`config.mk`:
```
export PLATFORM = sky130hd
export DESIGN_NAME = apb_mem_slave
export DESIGN_NICKNAME = d
export VERILOG_FILES = /design/src/rtl/apb_slave_pkg.sv /design/src/rtl/apb_strb_ram.sv /design/src/rtl/apb_mem_slave.sv
export SDC_FILE = /design/constraint.sdc
export NUM_CORES = 1
export LEC_CHECK = 0
export CELL_PAD_IN_SITES_DETAIL_PLACEMENT = 1
export CELL_PAD_IN_SITES_GLOBAL_PLACEMENT = 1
export CORE_MARGIN = 5
export CORE_UTILIZATION = 52
export CTS_BUF_LIST = sky130_fd_sc_hd__clkbuf_16
export CTS_CLUSTER_DIAMETER = 100
export DETAILED_ROUTE_END_ITERATION = 12
export GPL_ROUTABILITY_DRIVEN = 0
export PLACE_DENSITY_LB_ADDON = 0.1
export SETUP_SLACK_MARGIN = 0.05
export SYNTH_ARGS = -nofsm -noshare
export SYNTH_HDL_FRONTEND = slang
export SYNTH_SLANG_ARGS = --single-unit
```
`constraint.sdc`:
```
create_clock -name PCLK -period 1.7 [get_ports PCLK]
set_input_delay 0.17 -clock PCLK [delete_from_list [all_inputs] [get_ports PCLK]]
set_output_delay 0.17 -clock PCLK [all_outputs]
set_load 0.01 [all_outputs]
```
`src/rtl/apb_slave_pkg.sv`:
```
// Shared definitions for the APB memory slave: FSM state encoding, response
// codes, wait-counter width and the byte-offset helper used by address decode.
package apb_slave_pkg;

  typedef enum logic [1:0] {
    ST_IDLE   = 2'd0,
    ST_ACCESS = 2'd1,
    ST_DONE   = 2'd2
  } apb_state_e;

  localparam logic RESP_OKAY  = 1'b0;
  localparam logic RESP_ERROR = 1'b1;

  // Wait states are limited to 0..15, so four counter bits are enough.
  localparam int WAIT_CNT_W = 4;

  // Number of low address bits that select a byte inside one data word.
  function automatic int byte_off_bits(input int data_width);
    return $clog2(data_width / 8);
  endfunction

endpackage

```
`src/rtl/apb_strb_ram.sv`:
```
// DEPTH x DATA_WIDTH storage for the APB slave, split into one 8-bit array per
// byte lane so each strobe bit gates its own lane. Write and read are both
// synchronous; the read data register has no reset (the slave masks it).
// A high clr zeroes every word at the next clock edge, so the slave reset must
// span at least one PCLK edge for the contents to be cleared.
module apb_strb_ram #(
  parameter int DATA_WIDTH = 32,
  parameter int DEPTH      = 16,
  parameter int ADDR_W     = 4
) (
  input  logic                    clk,
  input  logic                    clr,
  input  logic                    we,
  input  logic                    re,
  input  logic [ADDR_W-1:0]       addr,
  input  logic [DATA_WIDTH-1:0]   wdata,
  input  logic [DATA_WIDTH/8-1:0] strb,
  output logic [DATA_WIDTH-1:0]   rdata
);

  localparam int NUM_LANES = DATA_WIDTH / 8;

  for (genvar gi = 0; gi < NUM_LANES; gi++) begin : g_lane
    logic [7:0] mem [DEPTH];
    logic [7:0] rd_reg;

    // Lane write: clear has priority, otherwise write only when this strobe is set
    always_ff @(posedge clk) begin
      if (clr) begin
        for (int i = 0; i < DEPTH; i++) begin
          mem[i] <= 8'h00;
        end
      end else if (we && strb[gi]) begin
        mem[addr] <= wdata[gi*8 +: 8];
      end
    end

    // Registered lane read
    always_ff @(posedge clk) begin
      if (re) begin
        rd_reg <= mem[addr];
      end
    end

    assign rdata[gi*8 +: 8] = rd_reg;
  end

endmodule

```
`src/rtl/apb_mem_slave.sv`:
```
// Parametrised APB4 memory slave: byte-strobed writes, configurable wait
// states and a PSLVERR response for misaligned or out-of-range accesses.
// Optional macro APB_SLAVE_PROT_EN adds PPROT; the upper half of the word
// space then requires a privileged access (PPROT[0]=1).
//
// The access is performed at the edge that registers PREADY. The wait counter
// is examined one cycle ahead: with no wait states the access happens at the
// setup edge using the live bus values, otherwise at the edge ending the last
// wait cycle using the values captured at setup.
module apb_mem_slave
  import apb_slave_pkg::*;
#(
  parameter int DATA_WIDTH  = 32,
  parameter int ADDR_WIDTH  = 8,
  parameter int DEPTH       = 16,
  parameter int WAIT_STATES = 0
) (
  input  logic                    PCLK,
  input  logic                    PRESET,
  input  logic [ADDR_WIDTH-1:0]   PADDR,
  input  logic                    PWRITE,
  input  logic                    PSEL,
  input  logic                    PENABLE,
  input  logic [DATA_WIDTH-1:0]   PWDATA,
  input  logic [DATA_WIDTH/8-1:0] PSTRB,
`ifdef APB_SLAVE_PROT_EN
  input  logic [2:0]              PPROT,
`endif
  output logic [DATA_WIDTH-1:0]   PRDATA,
  output logic                    PREADY,
  output logic                    PSLVERR
);

  localparam int NUM_LANES = DATA_WIDTH / 8;
  localparam int OFF_BITS  = byte_off_bits(DATA_WIDTH);
  localparam int RAM_AW    = (DEPTH > 1) ? $clog2(DEPTH) : 1;

  localparam logic [ADDR_WIDTH-1:0] OFF_MASK = ADDR_WIDTH'((1 << OFF_BITS) - 1);
  localparam logic [ADDR_WIDTH:0]   DEPTH_L  = (ADDR_WIDTH+1)'(DEPTH);
  localparam logic [WAIT_CNT_W-1:0] WAIT_L   = WAIT_CNT_W'(WAIT_STATES);
  localparam logic [WAIT_CNT_W-1:0] CNT_ONE  = WAIT_CNT_W'(1);
  localparam logic [WAIT_CNT_W-1:0] CNT_ZERO = '0;

  apb_state_e                state_reg;
  logic [WAIT_CNT_W-1:0]     cnt_reg;
  logic [ADDR_WIDTH-1:0]     addr_reg;
  logic                      write_reg;
  logic [DATA_WIDTH-1:0]     wdata_reg;
  logic [NUM_LANES-1:0]      strb_reg;
  logic                      pready_reg;
  logic                      pslverr_reg;
  logic                      rd_ok_reg;

  logic                      setup;
  logic                      from_cap;
  logic [ADDR_WIDTH-1:0]     acc_addr;
  logic                      acc_write;
  logic [DATA_WIDTH-1:0]     acc_wdata;
  logic [NUM_LANES-1:0]      acc_strb;
  logic [ADDR_WIDTH-1:0]     word_idx;
  logic                      misaligned;
  logic                      out_of_range;
  logic                      prot_err;
  logic                      acc_err;
  logic                      fire;
  logic                      ram_we;
  logic                      ram_re;
  logic [DATA_WIDTH-1:0]     ram_rdata;

  // A setup phase is PSEL with PENABLE low; PENABLE high seen outside a
  // transfer is simply not a start condition.
  assign setup    = PSEL & ~PENABLE;

  // During ACCESS use the captured request, otherwise the live bus (the
  // zero-wait case performs the access at the setup edge itself).
  assign from_cap  = (state_reg == ST_ACCESS);
  assign acc_addr  = from_cap ? addr_reg  : PADDR;
  assign acc_write = from_cap ? write_reg : PWRITE;
  assign acc_wdata = from_cap ? wdata_reg : PWDATA;
  assign acc_strb  = from_cap ? strb_reg  : PSTRB;

  assign word_idx     = acc_addr >> OFF_BITS;
  assign misaligned   = |(acc_addr & OFF_MASK);
  assign out_of_range = ({1'b0, word_idx} >= DEPTH_L);

`ifdef APB_SLAVE_PROT_EN
  localparam logic [ADDR_WIDTH:0] HALF_L = (ADDR_WIDTH+1)'(DEPTH / 2);
  logic prot_reg;
  logic acc_priv;
  logic unused_pprot;

  assign acc_priv     = from_cap ? prot_reg : PPROT[0];
  assign prot_err     = ({1'b0, word_idx} >= HALF_L) & ~acc_priv;
  assign unused_pprot = &{1'b0, PPROT[2:1]};

  // Privilege bit is captured alongside the rest of the request
  always_ff @(posedge PCLK or posedge PRESET) begin
    if (PRESET) begin
      prot_reg <= 1'b0;
    end else if (setup && state_reg != ST_ACCESS) begin
      prot_reg <= PPROT[0];
    end
  end
`else
  assign prot_err = 1'b0;
`endif

  assign acc_err = misaligned | out_of_range | prot_err;

  // The access fires at the edge that will raise PREADY; reset blocks it.
  assign fire = ~PRESET &
                ((setup & (state_reg != ST_ACCESS) & (WAIT_STATES == 0)) |
                 ((state_reg == ST_ACCESS) & PSEL & (cnt_reg == CNT_ONE)));

  assign ram_we = fire &  acc_write & ~acc_err;
  assign ram_re = fire & ~acc_write & ~acc_err;

  apb_strb_ram #(
    .DATA_WIDTH (DATA_WIDTH),
    .DEPTH      (DEPTH),
    .ADDR_W     (RAM_AW)
  ) u_ram (
    .clk   (PCLK),
    .clr   (PRESET),
    .we    (ram_we),
    .re    (ram_re),
    .addr  (word_idx[RAM_AW-1:0]),
    .wdata (acc_wdata),
    .strb  (acc_strb),
    .rdata (ram_rdata)
  );

  // Transfer FSM with wait counter, request capture and registered responses
  always_ff @(posedge PCLK or posedge PRESET) begin
    if (PRESET) begin
      state_reg   <= ST_IDLE;
      cnt_reg     <= CNT_ZERO;
      addr_reg    <= '0;
      write_reg   <= 1'b0;
      wdata_reg   <= '0;
      strb_reg    <= '0;
      pready_reg  <= 1'b0;
      pslverr_reg <= RESP_OKAY;
      rd_ok_reg   <= 1'b0;
    end else begin
      case (state_reg)
        ST_IDLE, ST_DONE: begin
          // Leaving the completion cycle always drops the response
          pready_reg  <= 1'b0;
          pslverr_reg <= RESP_OKAY;
          rd_ok_reg   <= 1'b0;
          state_reg   <= ST_IDLE;
          if (setup) begin
            addr_reg  <= PADDR;
            write_reg <= PWRITE;
            wdata_reg <= PWDATA;
            strb_reg  <= PSTRB;
            cnt_reg   <= WAIT_L;
            if (WAIT_STATES == 0) begin
              pready_reg  <= 1'b1;
              pslverr_reg <= acc_err ? RESP_ERROR : RESP_OKAY;
              rd_ok_reg   <= ~acc_write & ~acc_err;
              state_reg   <= ST_DONE;
            end else begin
              state_reg   <= ST_ACCESS;
            end
          end
        end
        ST_ACCESS: begin
          if (!PSEL) begin
            cnt_reg   <= CNT_ZERO;
            state_reg <= ST_IDLE;
          end else if (cnt_reg == CNT_ONE) begin
            cnt_reg     <= CNT_ZERO;
            pready_reg  <= 1'b1;
            pslverr_reg <= acc_err ? RESP_ERROR : RESP_OKAY;
            rd_ok_reg   <= ~acc_write & ~acc_err;
            state_reg   <= ST_DONE;
          end else begin
            cnt_reg <= cnt_reg - CNT_ONE;
          end
        end
        default: begin
          state_reg <= ST_IDLE;
        end
      endcase
    end
  end

  assign PREADY  = pready_reg;
  assign PSLVERR = pslverr_reg;
  // Read data is only shown during the completion cycle of a good read.
  assign PRDATA  = rd_ok_reg ? ram_rdata : '0;

endmodule

```
==> out/results.txt, run 1 <==
Max-Slew Margin vs Limit: 65.4%
Chip height: 223 um
Max Cap Viol: 0
Final min period: 1.88 ns
Final setup fails: 32
Die ar.: 49,500 um2
Final global-route overflow total: 0
Routed met3 length: 5.93 mm
CTS tree: built
Die width: 223 um
Initial antenna violation count: 1
XOR/XNOR Fraction of Synth Area: 0%
Via/cell ratio: 6.26
Synth Area per Inst: 14.5 um2
Status: complete, but fails checks
Initial detailed-routing violation count: 1,818
Initial Util: 52.9%
Flop-to-flop setup slack: 0.07 ns
Site row count: 77
GRT Util Overall: 29.9%
Ports: 83
Number of CTS-inserted buffers: 57
Fmax: 532 MHz
Antenna cell count: 0
Final ANT Viol Nets: 0
Pleak: 0.00995 uW
Synth warn: 0
Clock sinks: 547
Number of synthesized register bits: 547
Crit path arrival time: 1.71 ns
Critical path class: flip-flop to primary output
Total number of vias: 15,524
Root buffer cell: clkbuf_16
Final Max Slew Viols: 0
Final Util: 66.0%
DP Area: 27,100 um2
Total nets after synthesis: 1,664
Hold Crit Class: primary input to asynchronous set/reset pin
Main combinational cell family by area after synthesis: multiplexers
Share of layout cells above drive strength 1: 29.0%
Area growth syn-to-layout: 24.7%
CTS hold repair buffers: 0
Wire per inst: 29.8 um
Mapped Area: 23,500 um2
Detailed Place HPWL: 48.3 mm
Max IR drop VDD: 1130 uV
Core area: 44,400 um2
First-pass iteration count of the detailed router: 5
PD cells: 1020 nW/um2
Vias in the first global route: 16,489
Max reg flops: 512
Final wirelength: 74.0 mm
Critical Path RT: 1.53 ns
Largest net degree at the start of global routing: 33
Worst setup SP type: flip-flop
Cells after Synth: 1,615
Post-Synth Simple-Gate Area: 11.8%
Seq/Total Area, Yosys: 69.9%
Wl on met1: 28.2 mm
First-pass GRT wire length: 110 mm
Final Skew: 0.0126 ns
Nets: 1,902
Post-route cell area: 29,300 um2
Clock buffer depth: 3
Adder-Cell Fraction of Synth Area: 0%
Unrepaired setup endpoints after global routing: yes
Fraction of the mapped netlist area in compound gates: 3.54%
Clock network latency to the later pin of the worst-skew pair: 0.61 ns
H-tree levels: 2
CP Capture Type: primary output
Failing checks: negative setup slack
Multiplexer share of the synthesized area: 12.3%
Worst setup margin: -0.180 ns
Yosys cell types: 25
Crit share post-route: 111%
I/O Buffers: 82
DR top layer: met4
Metal2 WL: 37.7 mm
Final hold vios: 0
Slew @ Worst Pin: 0.520 ns
Worst-path fanout max: 5
DRC: 0
CTS clock-pin slew for the worst setup and hold paths: 0.07 ns
worst max-delay path, stage by stage, from the launching register on:
cell and delay, ns:
dfrtp_2 0.51, buf_12 0.18, buf_16 0.13, and2_4 0.15, buf_6 0.12
layer usage:
layer  global-route usage (%)  vias to the layer above
met5                        0                        -
met4                     8.58                        0
met3                     4.75                      120
met2                     51.5                      803
met1                     39.9                     8175
li1                         -                     6426
final cells by class:
type / count / area [um2]
Clock buffer: 57 / 1430
Clock inverter: 37 / 269
Fill cell: 3920 / 15100
Inverter: 1 / 3.75
Multi-Input combinational cell: 919 / 6720
Sequential cell: 547 / 16400
Tap cell: 592 / 741
Timing Repair Buffer: 327 / 3730
path summary, 6_finish.rpt:
kind	startpoint	to	cells past startpoint
max reg2reg	u_ram.g_lane[1].mem[15][2]	u_ram.g_lane[1].rd_reg[2]	4
max in group asynchronous	PRESET	rd_ok_reg	4
min in group PCLK	PADDR[0]	rd_ok_reg	7
min reg2reg	u_ram.g_lane[2].mem[12][6]	u_ram.g_lane[2].rd_reg[6]	3
min	PRESET	PREADY	4
max	rd_ok_reg	PRDATA[15]	4
report_power, final:
group	switching [uW]	internal (uW)	leakage [uW]	total, uW
Clock	5080	6610	0.000885	11700
Combinational	1290	1170	0.00386	2460
Sequential	238	15400	0.00520	15700
Total	6610	23200	0.00995	29800
layout by cell type (no fill, tap or decap), drive strengths merged, types with 2 or more instances in the layout:
master,synthesis,final
edfxtp,544,544
nor2,515,515
buf,41,277
mux4,128,128
nand2,66,66
a22oi,64,64
clkbuf,107,59
o21ai,52,52
clkdlybuf4s50,0,41
and2,34,34
clkinv,0,18
nand4,16,16
inv,1,15
nand3,13,13
a21o,12,12
and3,7,7
dlymetal6s2s,0,5
and3b,4,4
bufinv,0,4
nor2b,4,4
dfrtp,3,3
and2b,2,2
dlygate4sd2,0,2
synthesized netlist by cell type:
cell type / n / area (um2)
a21o_1: 12 / 90.1
a22oi_1: 64 / 480
and2_0: 1 / 6.26
and2_1: 33 / 206
and2b_1: 2 / 15.0
and3_1: 7 / 43.8
and3b_1: 4 / 35.0
buf_1: 11 / 41.3
buf_2: 27 / 135
buf_4: 3 / 22.5
clkbuf_1: 107 / 402
dfrtp_1: 3 / 75.1
edfxtp_1: 544 / 16300
inv_1: 1 / 3.75
mux4_2: 128 / 2880
nand2_1: 66 / 248
nand3_1: 13 / 65.1
nand4_1: 8 / 50.1
nand4_2: 8 / 100
nor2_1: 514 / 1930
nor2_4: 1 / 11.3
nor2b_1: 4 / 25.0
nor3_1: 1 / 5.00
nor4_4: 1 / 21.3
o21ai_0: 52 / 260
kinds of logic after synthesis:
kind of cell	Yosys count
AO/OA/AOI/OAI	128
buffers and inverters	149
flip-flops	547
multiplexers	128
AND/OR/NAND/NOR	663
timing repair:
item / CTS / global route
gates cloned: 3 / 1
buffers inserted: 12 / 9
pin swaps: 3 / 6
setup endpoints to repair: 282 / 306
hold endpoints to repair: 0 / 0
gates resized for setup: 217 / 27
metrics by stage:
step / total power, uW / cells / hold WS, ns / setup WS (ns) / TNS (ns)
floorplan: 17000 / 1615 / 0.469 / -0.354 / -120.11
global placement: 18200 / 2363 / 0.724 / -0.583 / -432.89
detailed placement: 18300 / 2363 / 0.751 / -0.744 / -535.70
CTS: 29900 / 2472 / 0.147 / -0.147 / -3.80
global route: 30800 / 2480 / 0.171 / -0.199 / -5.03
finish: 29800 / 2480 / 0.161 / -0.180 / -4.14
Power figures use the tool's default switching activity.
==> run 2: changes to the inputs <==
--- a/config.mk
+++ b/config.mk
@@ -13,6 +13,7 @@
 export CTS_CLUSTER_DIAMETER = 100
 export DETAILED_ROUTE_END_ITERATION = 12
 export GPL_ROUTABILITY_DRIVEN = 0
+export GPL_TIMING_DRIVEN = 0
 export PLACE_DENSITY_LB_ADDON = 0.1
 export SETUP_SLACK_MARGIN = 0.05
 export SYNTH_ARGS = -nofsm -noshare
==> out/results.txt, run 2 (synthesized netlist as in run 1, its figures left out) <==
Gate power share: 8.4%
Clock buffer depth: 3
Wire per inst: 33.0 um
PD cells: 1020 nW/um2
Fillers: 3,979
Die ar.: 49,500 um2
Crit path buf inv count: 3
Core area: 44,400 um2
Initial Util: 52.9%
Flop-to-flop setup slack: -0.07 ns
Worst setup SP type: flip-flop
Crit-path cells: clkbuf_16, buf_12, and2_4, buf_6
Initial detailed-routing violation count: 2,160
Max IR drop VDD: 837 uV
Max Cap Viol: 0
Final setup fails: 72
GRT Util Overall: 32.3%
Clock network latency to the later pin of the worst-skew pair: 0.62 ns
Clock sinks: 547
Root buffer cell: clkbuf_16
Pre-CTS WS: -2.01 ns
Most common cell after layout, fill and taps aside: edfxtp_1
CTS tree: built
Die width: 223 um
Share of layout cells above drive strength 1: 31.9%
Initial antenna violation count: 0
Switching share of power: 23.5%
Placed cell count: 2,301
First-pass iteration count of the detailed router: 5
Via/cell ratio: 6.54
Final Skew: 0.0162 ns
Tot Pwr: 29,600 uW
Final ANT Viol Nets: 0
Max reg flops: 512
Crit path arrival time: 1.72 ns
Detailed Place HPWL: 53.0 mm
Sequential share of power: 52.9%
Ports: 83
Worst-path fanout max: 7
Hold Crit Class: primary input to flip-flop
Chip height: 223 um
Final min period: 1.89 ns
Top Family by Delay on Critical Path: flip-flops
Fmax: 528 MHz
Max-Slew Margin vs Limit: 49.3%
Max stage delay on crit path: 0.50 ns
Nets: 1,902
Total number of vias: 16,282
Commonest cells after routing, fill and taps aside: 544 x edfxtp_1, 512 x nor2_1, 128 x mux4_2
Vias in the first global route: 17,136
Clk pwr share: 38.6%
Status: complete, but fails checks
Register Area: 16,400 um2
Final wirelength: 82.3 mm
I/O Buffers: 79
Final Max Slew Viols: 0
Site row count: 77
Unrepaired setup endpoints after global routing: yes
Failing checks: negative setup slack
CTS clock-pin slew for the worst setup and hold paths: 0.07 ns
Area growth syn-to-layout: 24.1%
Critical path class: flip-flop to primary output
Non-Filler Instances: 2,490
Worst setup margin: -0.194 ns
Largest net degree at the start of global routing: 21
CP max stage cell: dfrtp_2
Sw Pwr: 6940 uW
Cell Int Power: 22,700 uW
Number of CTS-inserted buffers: 56
Final global-route overflow total: 0
First-pass GRT wire length: 116 mm
CP Capture Type: primary output
Pleak: 0.00968 uW
Final hold vios: 0
Worst hold slack: 0.308 ns
Critical Path RT: 1.53 ns
DRC: 0
Slew @ Worst Pin: 0.761 ns
Multi-input logic area: 7300 um2
H-tree levels: 2
Crit share post-route: 111%
Setup TNS: -6.07 ns
-- run 2: changes by cell type in the layout (fill, tap and decap cells not counted), moves of 8 or more --
cell	previous run	this run
a21o_1	12	1
a21o_2	0	11
buf_12	74	36
buf_2	0	21
buf_4	160	65
buf_6	40	50
clkbuf_2	0	80
clkbuf_4	0	16
nand3_1	13	3
nand4_2	8	0
nand4_4	0	8
o21ai_0	26	0
o21ai_4	6	44
-- run 2: power groups by stage --
stage	clock network (uW)	registers, uW	logic (uW)
after floorplan	0	15800	1230
after global placement	0	15900	1950
after CTS	11400	15600	2370
after detailed placement	0	15900	2030
after global routing	12000	15700	2550
final	11400	15700	2500
-- run 2: worst reg2reg max path: stages, from the launching register on --
cell and delay [ns]:
edfxtp_1 0.41, mux4_2 0.48, a22oi_1 0.46, nand2_1 0.15
-- run 2: cell type report --
class / count / area share (%)
sequential: 547 / 56.3
clock inverter: 45 / 0.738
timing repair buffer: 182 / 7.23
clock buffer: 57 / 4.89
inverter: 1 / 0.0129
tap: 592 / 2.54
antenna: 1 / 0.00858
buffer: 146 / 3.24
multi-input combinational: 919 / 25.0
-- run 2: per-layer routing --
| metal | vias up | part of all wire, % | wire (um) | GRT usage [%] |
|---|---|---|---|---|
| li1 | 6452 | - | - | - |
| met1 | 8441 | 36 | 29600 | 40.8 |
| met2 | 1071 | 50 | 41100 | 54.5 |
| met3 | 318 | 8.0 | 6570 | 5.23 |
| met4 | 0 | 6.2 | 5080 | 16.1 |
| met5 | - | 0 | 0 | 0 |
-- run 2: path summary, 6_finish.rpt --
path | startpoint | endpoint | cells past startpoint
min in group asynchronous | PRESET | PREADY | 3
hold reg to reg | u_ram.g_lane[3].mem[14][0] | u_ram.g_lane[3].rd_reg[0] | 3
setup / recovery | rd_ok_reg | PRDATA[30] | 4
setup reg to reg | u_ram.g_lane[3].mem[8][7] | u_ram.g_lane[3].rd_reg[7] | 3
hold / removal | PRESET | u_ram.g_lane[3].rd_reg[7] | 3
max in group asynchronous | PRESET | rd_ok_reg | 3
-- run 2: repair_timing --
action                                  4_1_cts  5_1_grt
gates resized for setup                     462       92
gates cloned                                  1        1
pin swaps                                    46        3
endpoints found under the setup margin     1107      900
buffers inserted                             74       12
hold buffers                                  0        0
-- run 2: through the flow --
step | instance area, um2 | util [%]
after floorplan | 23600 | -
after global placement | 25200 | 56.7
after detailed placement | 25300 | 57.0
after CTS | 28900 | 65.0
after global routing | 29100 | 65.6
final | 29100 | 65.6
==> run 3: changes to the inputs <==
--- a/config.mk
+++ b/config.mk
@@ -10,12 +10,12 @@
 export CORE_MARGIN = 5
 export CORE_UTILIZATION = 52
 export CTS_BUF_LIST = sky130_fd_sc_hd__clkbuf_16
-export CTS_CLUSTER_DIAMETER = 100
 export DETAILED_ROUTE_END_ITERATION = 12
 export GPL_ROUTABILITY_DRIVEN = 0
 export GPL_TIMING_DRIVEN = 0
 export PLACE_DENSITY_LB_ADDON = 0.1
 export SETUP_SLACK_MARGIN = 0.05
+export SLEW_MARGIN = 15
 export SYNTH_ARGS = -nofsm -noshare
 export SYNTH_HDL_FRONTEND = slang
 export SYNTH_SLANG_ARGS = --single-unit
==> out/results.txt, run 3 (synthesized netlist as in run 1, its figures left out) <==
Final Skew: 0.0205 ns
Detailed Place HPWL: 53.1 mm
GRT Util Overall: 31.9%
Failing checks: negative setup slack
Initial antenna violation count: 1
Switching share of power: 23.6%
H-tree levels: 2
Worst setup margin: -0.159 ns
Total number of vias: 16,007
Clock network latency to the later pin of the worst-skew pair: 0.63 ns
Area growth syn-to-layout: 23.8%
Worst setup SP type: flip-flop
Fmax: 538 MHz
Sequential share of power: 53.2%
PD cells: 1010 nW/um2
GRT met3 Usage: 6.68%
Grt met1 use: 39.3%
Most common cell after layout, fill and taps aside: edfxtp_1
CTS tree: built
Largest net degree at the start of global routing: 19
Antenna cell count: 0
Max Cap Viol: 0
Unrepaired setup endpoints after global routing: yes
Ports: 83
First-pass iteration count of the detailed router: 6
R2R depth: 3
Worst-path fanout max: 5
R2r endpoint: u_ram.g_lane[1].rd_reg[1]
Gate power share: 8.5%
Tot Pwr: 29,400 uW
Root buffer cell: clkbuf_16
CP Capture Type: primary output
I/O Buffers: 79
Critical path class: flip-flop to primary output
R2R Path Start: u_ram.g_lane[1].mem[11][1]
Met2 Use GR: 53.4%
Initial Util: 52.9%
Critical Path RT: 1.53 ns
First-pass GRT wire length: 115 mm
Final setup fails: 46
Wire per inst: 32.9 um
Vias in the first global route: 17,187
Final min period: 1.86 ns
Cell Int Power: 22,500 uW
Final Util: 65.5%
Die width: 223 um
Pleak: 0.00962 uW
Final wirelength: 81.4 mm
DRC: 0
Die ar.: 49,500 um2
Hold Crit Class: primary input to asynchronous set/reset pin
CTS clock-pin slew for the worst setup and hold paths: 0.07 ns
Max-Slew Margin vs Limit: 52.4%
Sw Pwr: 6950 uW
Final hold vios: 0
Max IR drop VDD: 764 uV
Non-Filler Instances: 2,476
Final Max Slew Viols: 0
Crit path arrival time: 1.69 ns
Number of CTS-inserted buffers: 56
Via/cell ratio: 6.46
Chip height: 223 um
Commonest cells after routing, fill and taps aside: 544 x edfxtp_1, 511 x nor2_1, 128 x mux4_2
Initial detailed-routing violation count: 2,216
Core area: 44,400 um2
Clock buffer depth: 3
Placed cell count: 2,307
Max reg flops: 512
Final ANT Viol Nets: 0
Status: complete, but fails checks
Nets: 1,897
Busiest layer in global routing: met2
Crit share post-route: 109%
Site row count: 77
Final global-route overflow total: 0
Share of layout cells above drive strength 1: 31.6%
Slew @ Worst Pin: 0.714 ns
Flop-to-flop setup slack: 0.07 ns
CTS hold repair buffers: 0
Clk pwr share: 38.3%
Clock sinks: 547
[run 3: layer usage]
layer,up-vias,wire length (um)
met5,-,12
met4,2,4990
li1,6448,-
met2,1000,40500
met3,283,7140
met1,8274,28700
[run 3: critical path, stage by stage (launching register included)]
cell	delay, ns
dfrtp_2	0.49
buf_8	0.16
buf_8	0.13
and2_4	0.15
buf_6	0.12
[run 3: layout make-up]
| class | instances | area, um2 |
|---|---|---|
| sequential | 547 | 16400 |
| fill | 4004 | 15300 |
| multi-input combinational | 920 | 7340 |
| timing repair buffer | 177 | 2040 |
| clock buffer | 57 | 1430 |
| buffer | 145 | 952 |
| tap | 592 | 741 |
| clock inverter | 37 | 159 |
| inverter | 1 | 3.75 |
[run 3: worst max path at each step]
stage	startpoint	endpoint	slack, ns	cells after the start
after global placement	PSEL	u_ram.g_lane[3].mem[2][0]	-2.15	6
after floorplan	PADDR[1]	u_ram.g_lane[0].rd_reg[0]	-0.35	4
after detailed placement	PADDR[5]	u_ram.g_lane[2].mem[11][3]	-1.95	5
after global routing	rd_ok_reg	PRDATA[11]	-0.18	4
after CTS	rd_ok_reg	PRDATA[14]	-0.18	4
final	rd_ok_reg	PRDATA[12]	-0.16	4
[run 3: repair_timing]
action                                  in CTS  in global routing
cloned                                       1                  3
endpoints found under the setup margin    1104                971
pin swaps                                   45                  6
setup buffers                               64                 10
gates resized for setup                    423                144
[run 3: power groups by stage]
stage | Combinational, uW | Sequential (uW) | Clock (uW)
finish | 2500 | 15700 | 11300
global route | 2560 | 15700 | 11900
CTS | 2350 | 15600 | 11200
detailed placement | 2050 | 15900 | 0
global placement | 1950 | 15900 | 0
floorplan | 1230 | 15800 | 0
[run 3: stage by stage]
stage          setup WS (ns)  cell area [um2]   TNS, ns  hold slack, ns
2_1_floorplan         -0.354            23600   -120.11           0.469
3_3_place_gp           -2.15            25200  -1334.13           0.733
3_5_place_dp           -1.95            25300  -1199.75           0.749
4_1_cts               -0.177            28600     -2.70           0.217
5_1_grt               -0.182            29100     -3.89           0.293
6_report              -0.159            29100     -3.27           0.323
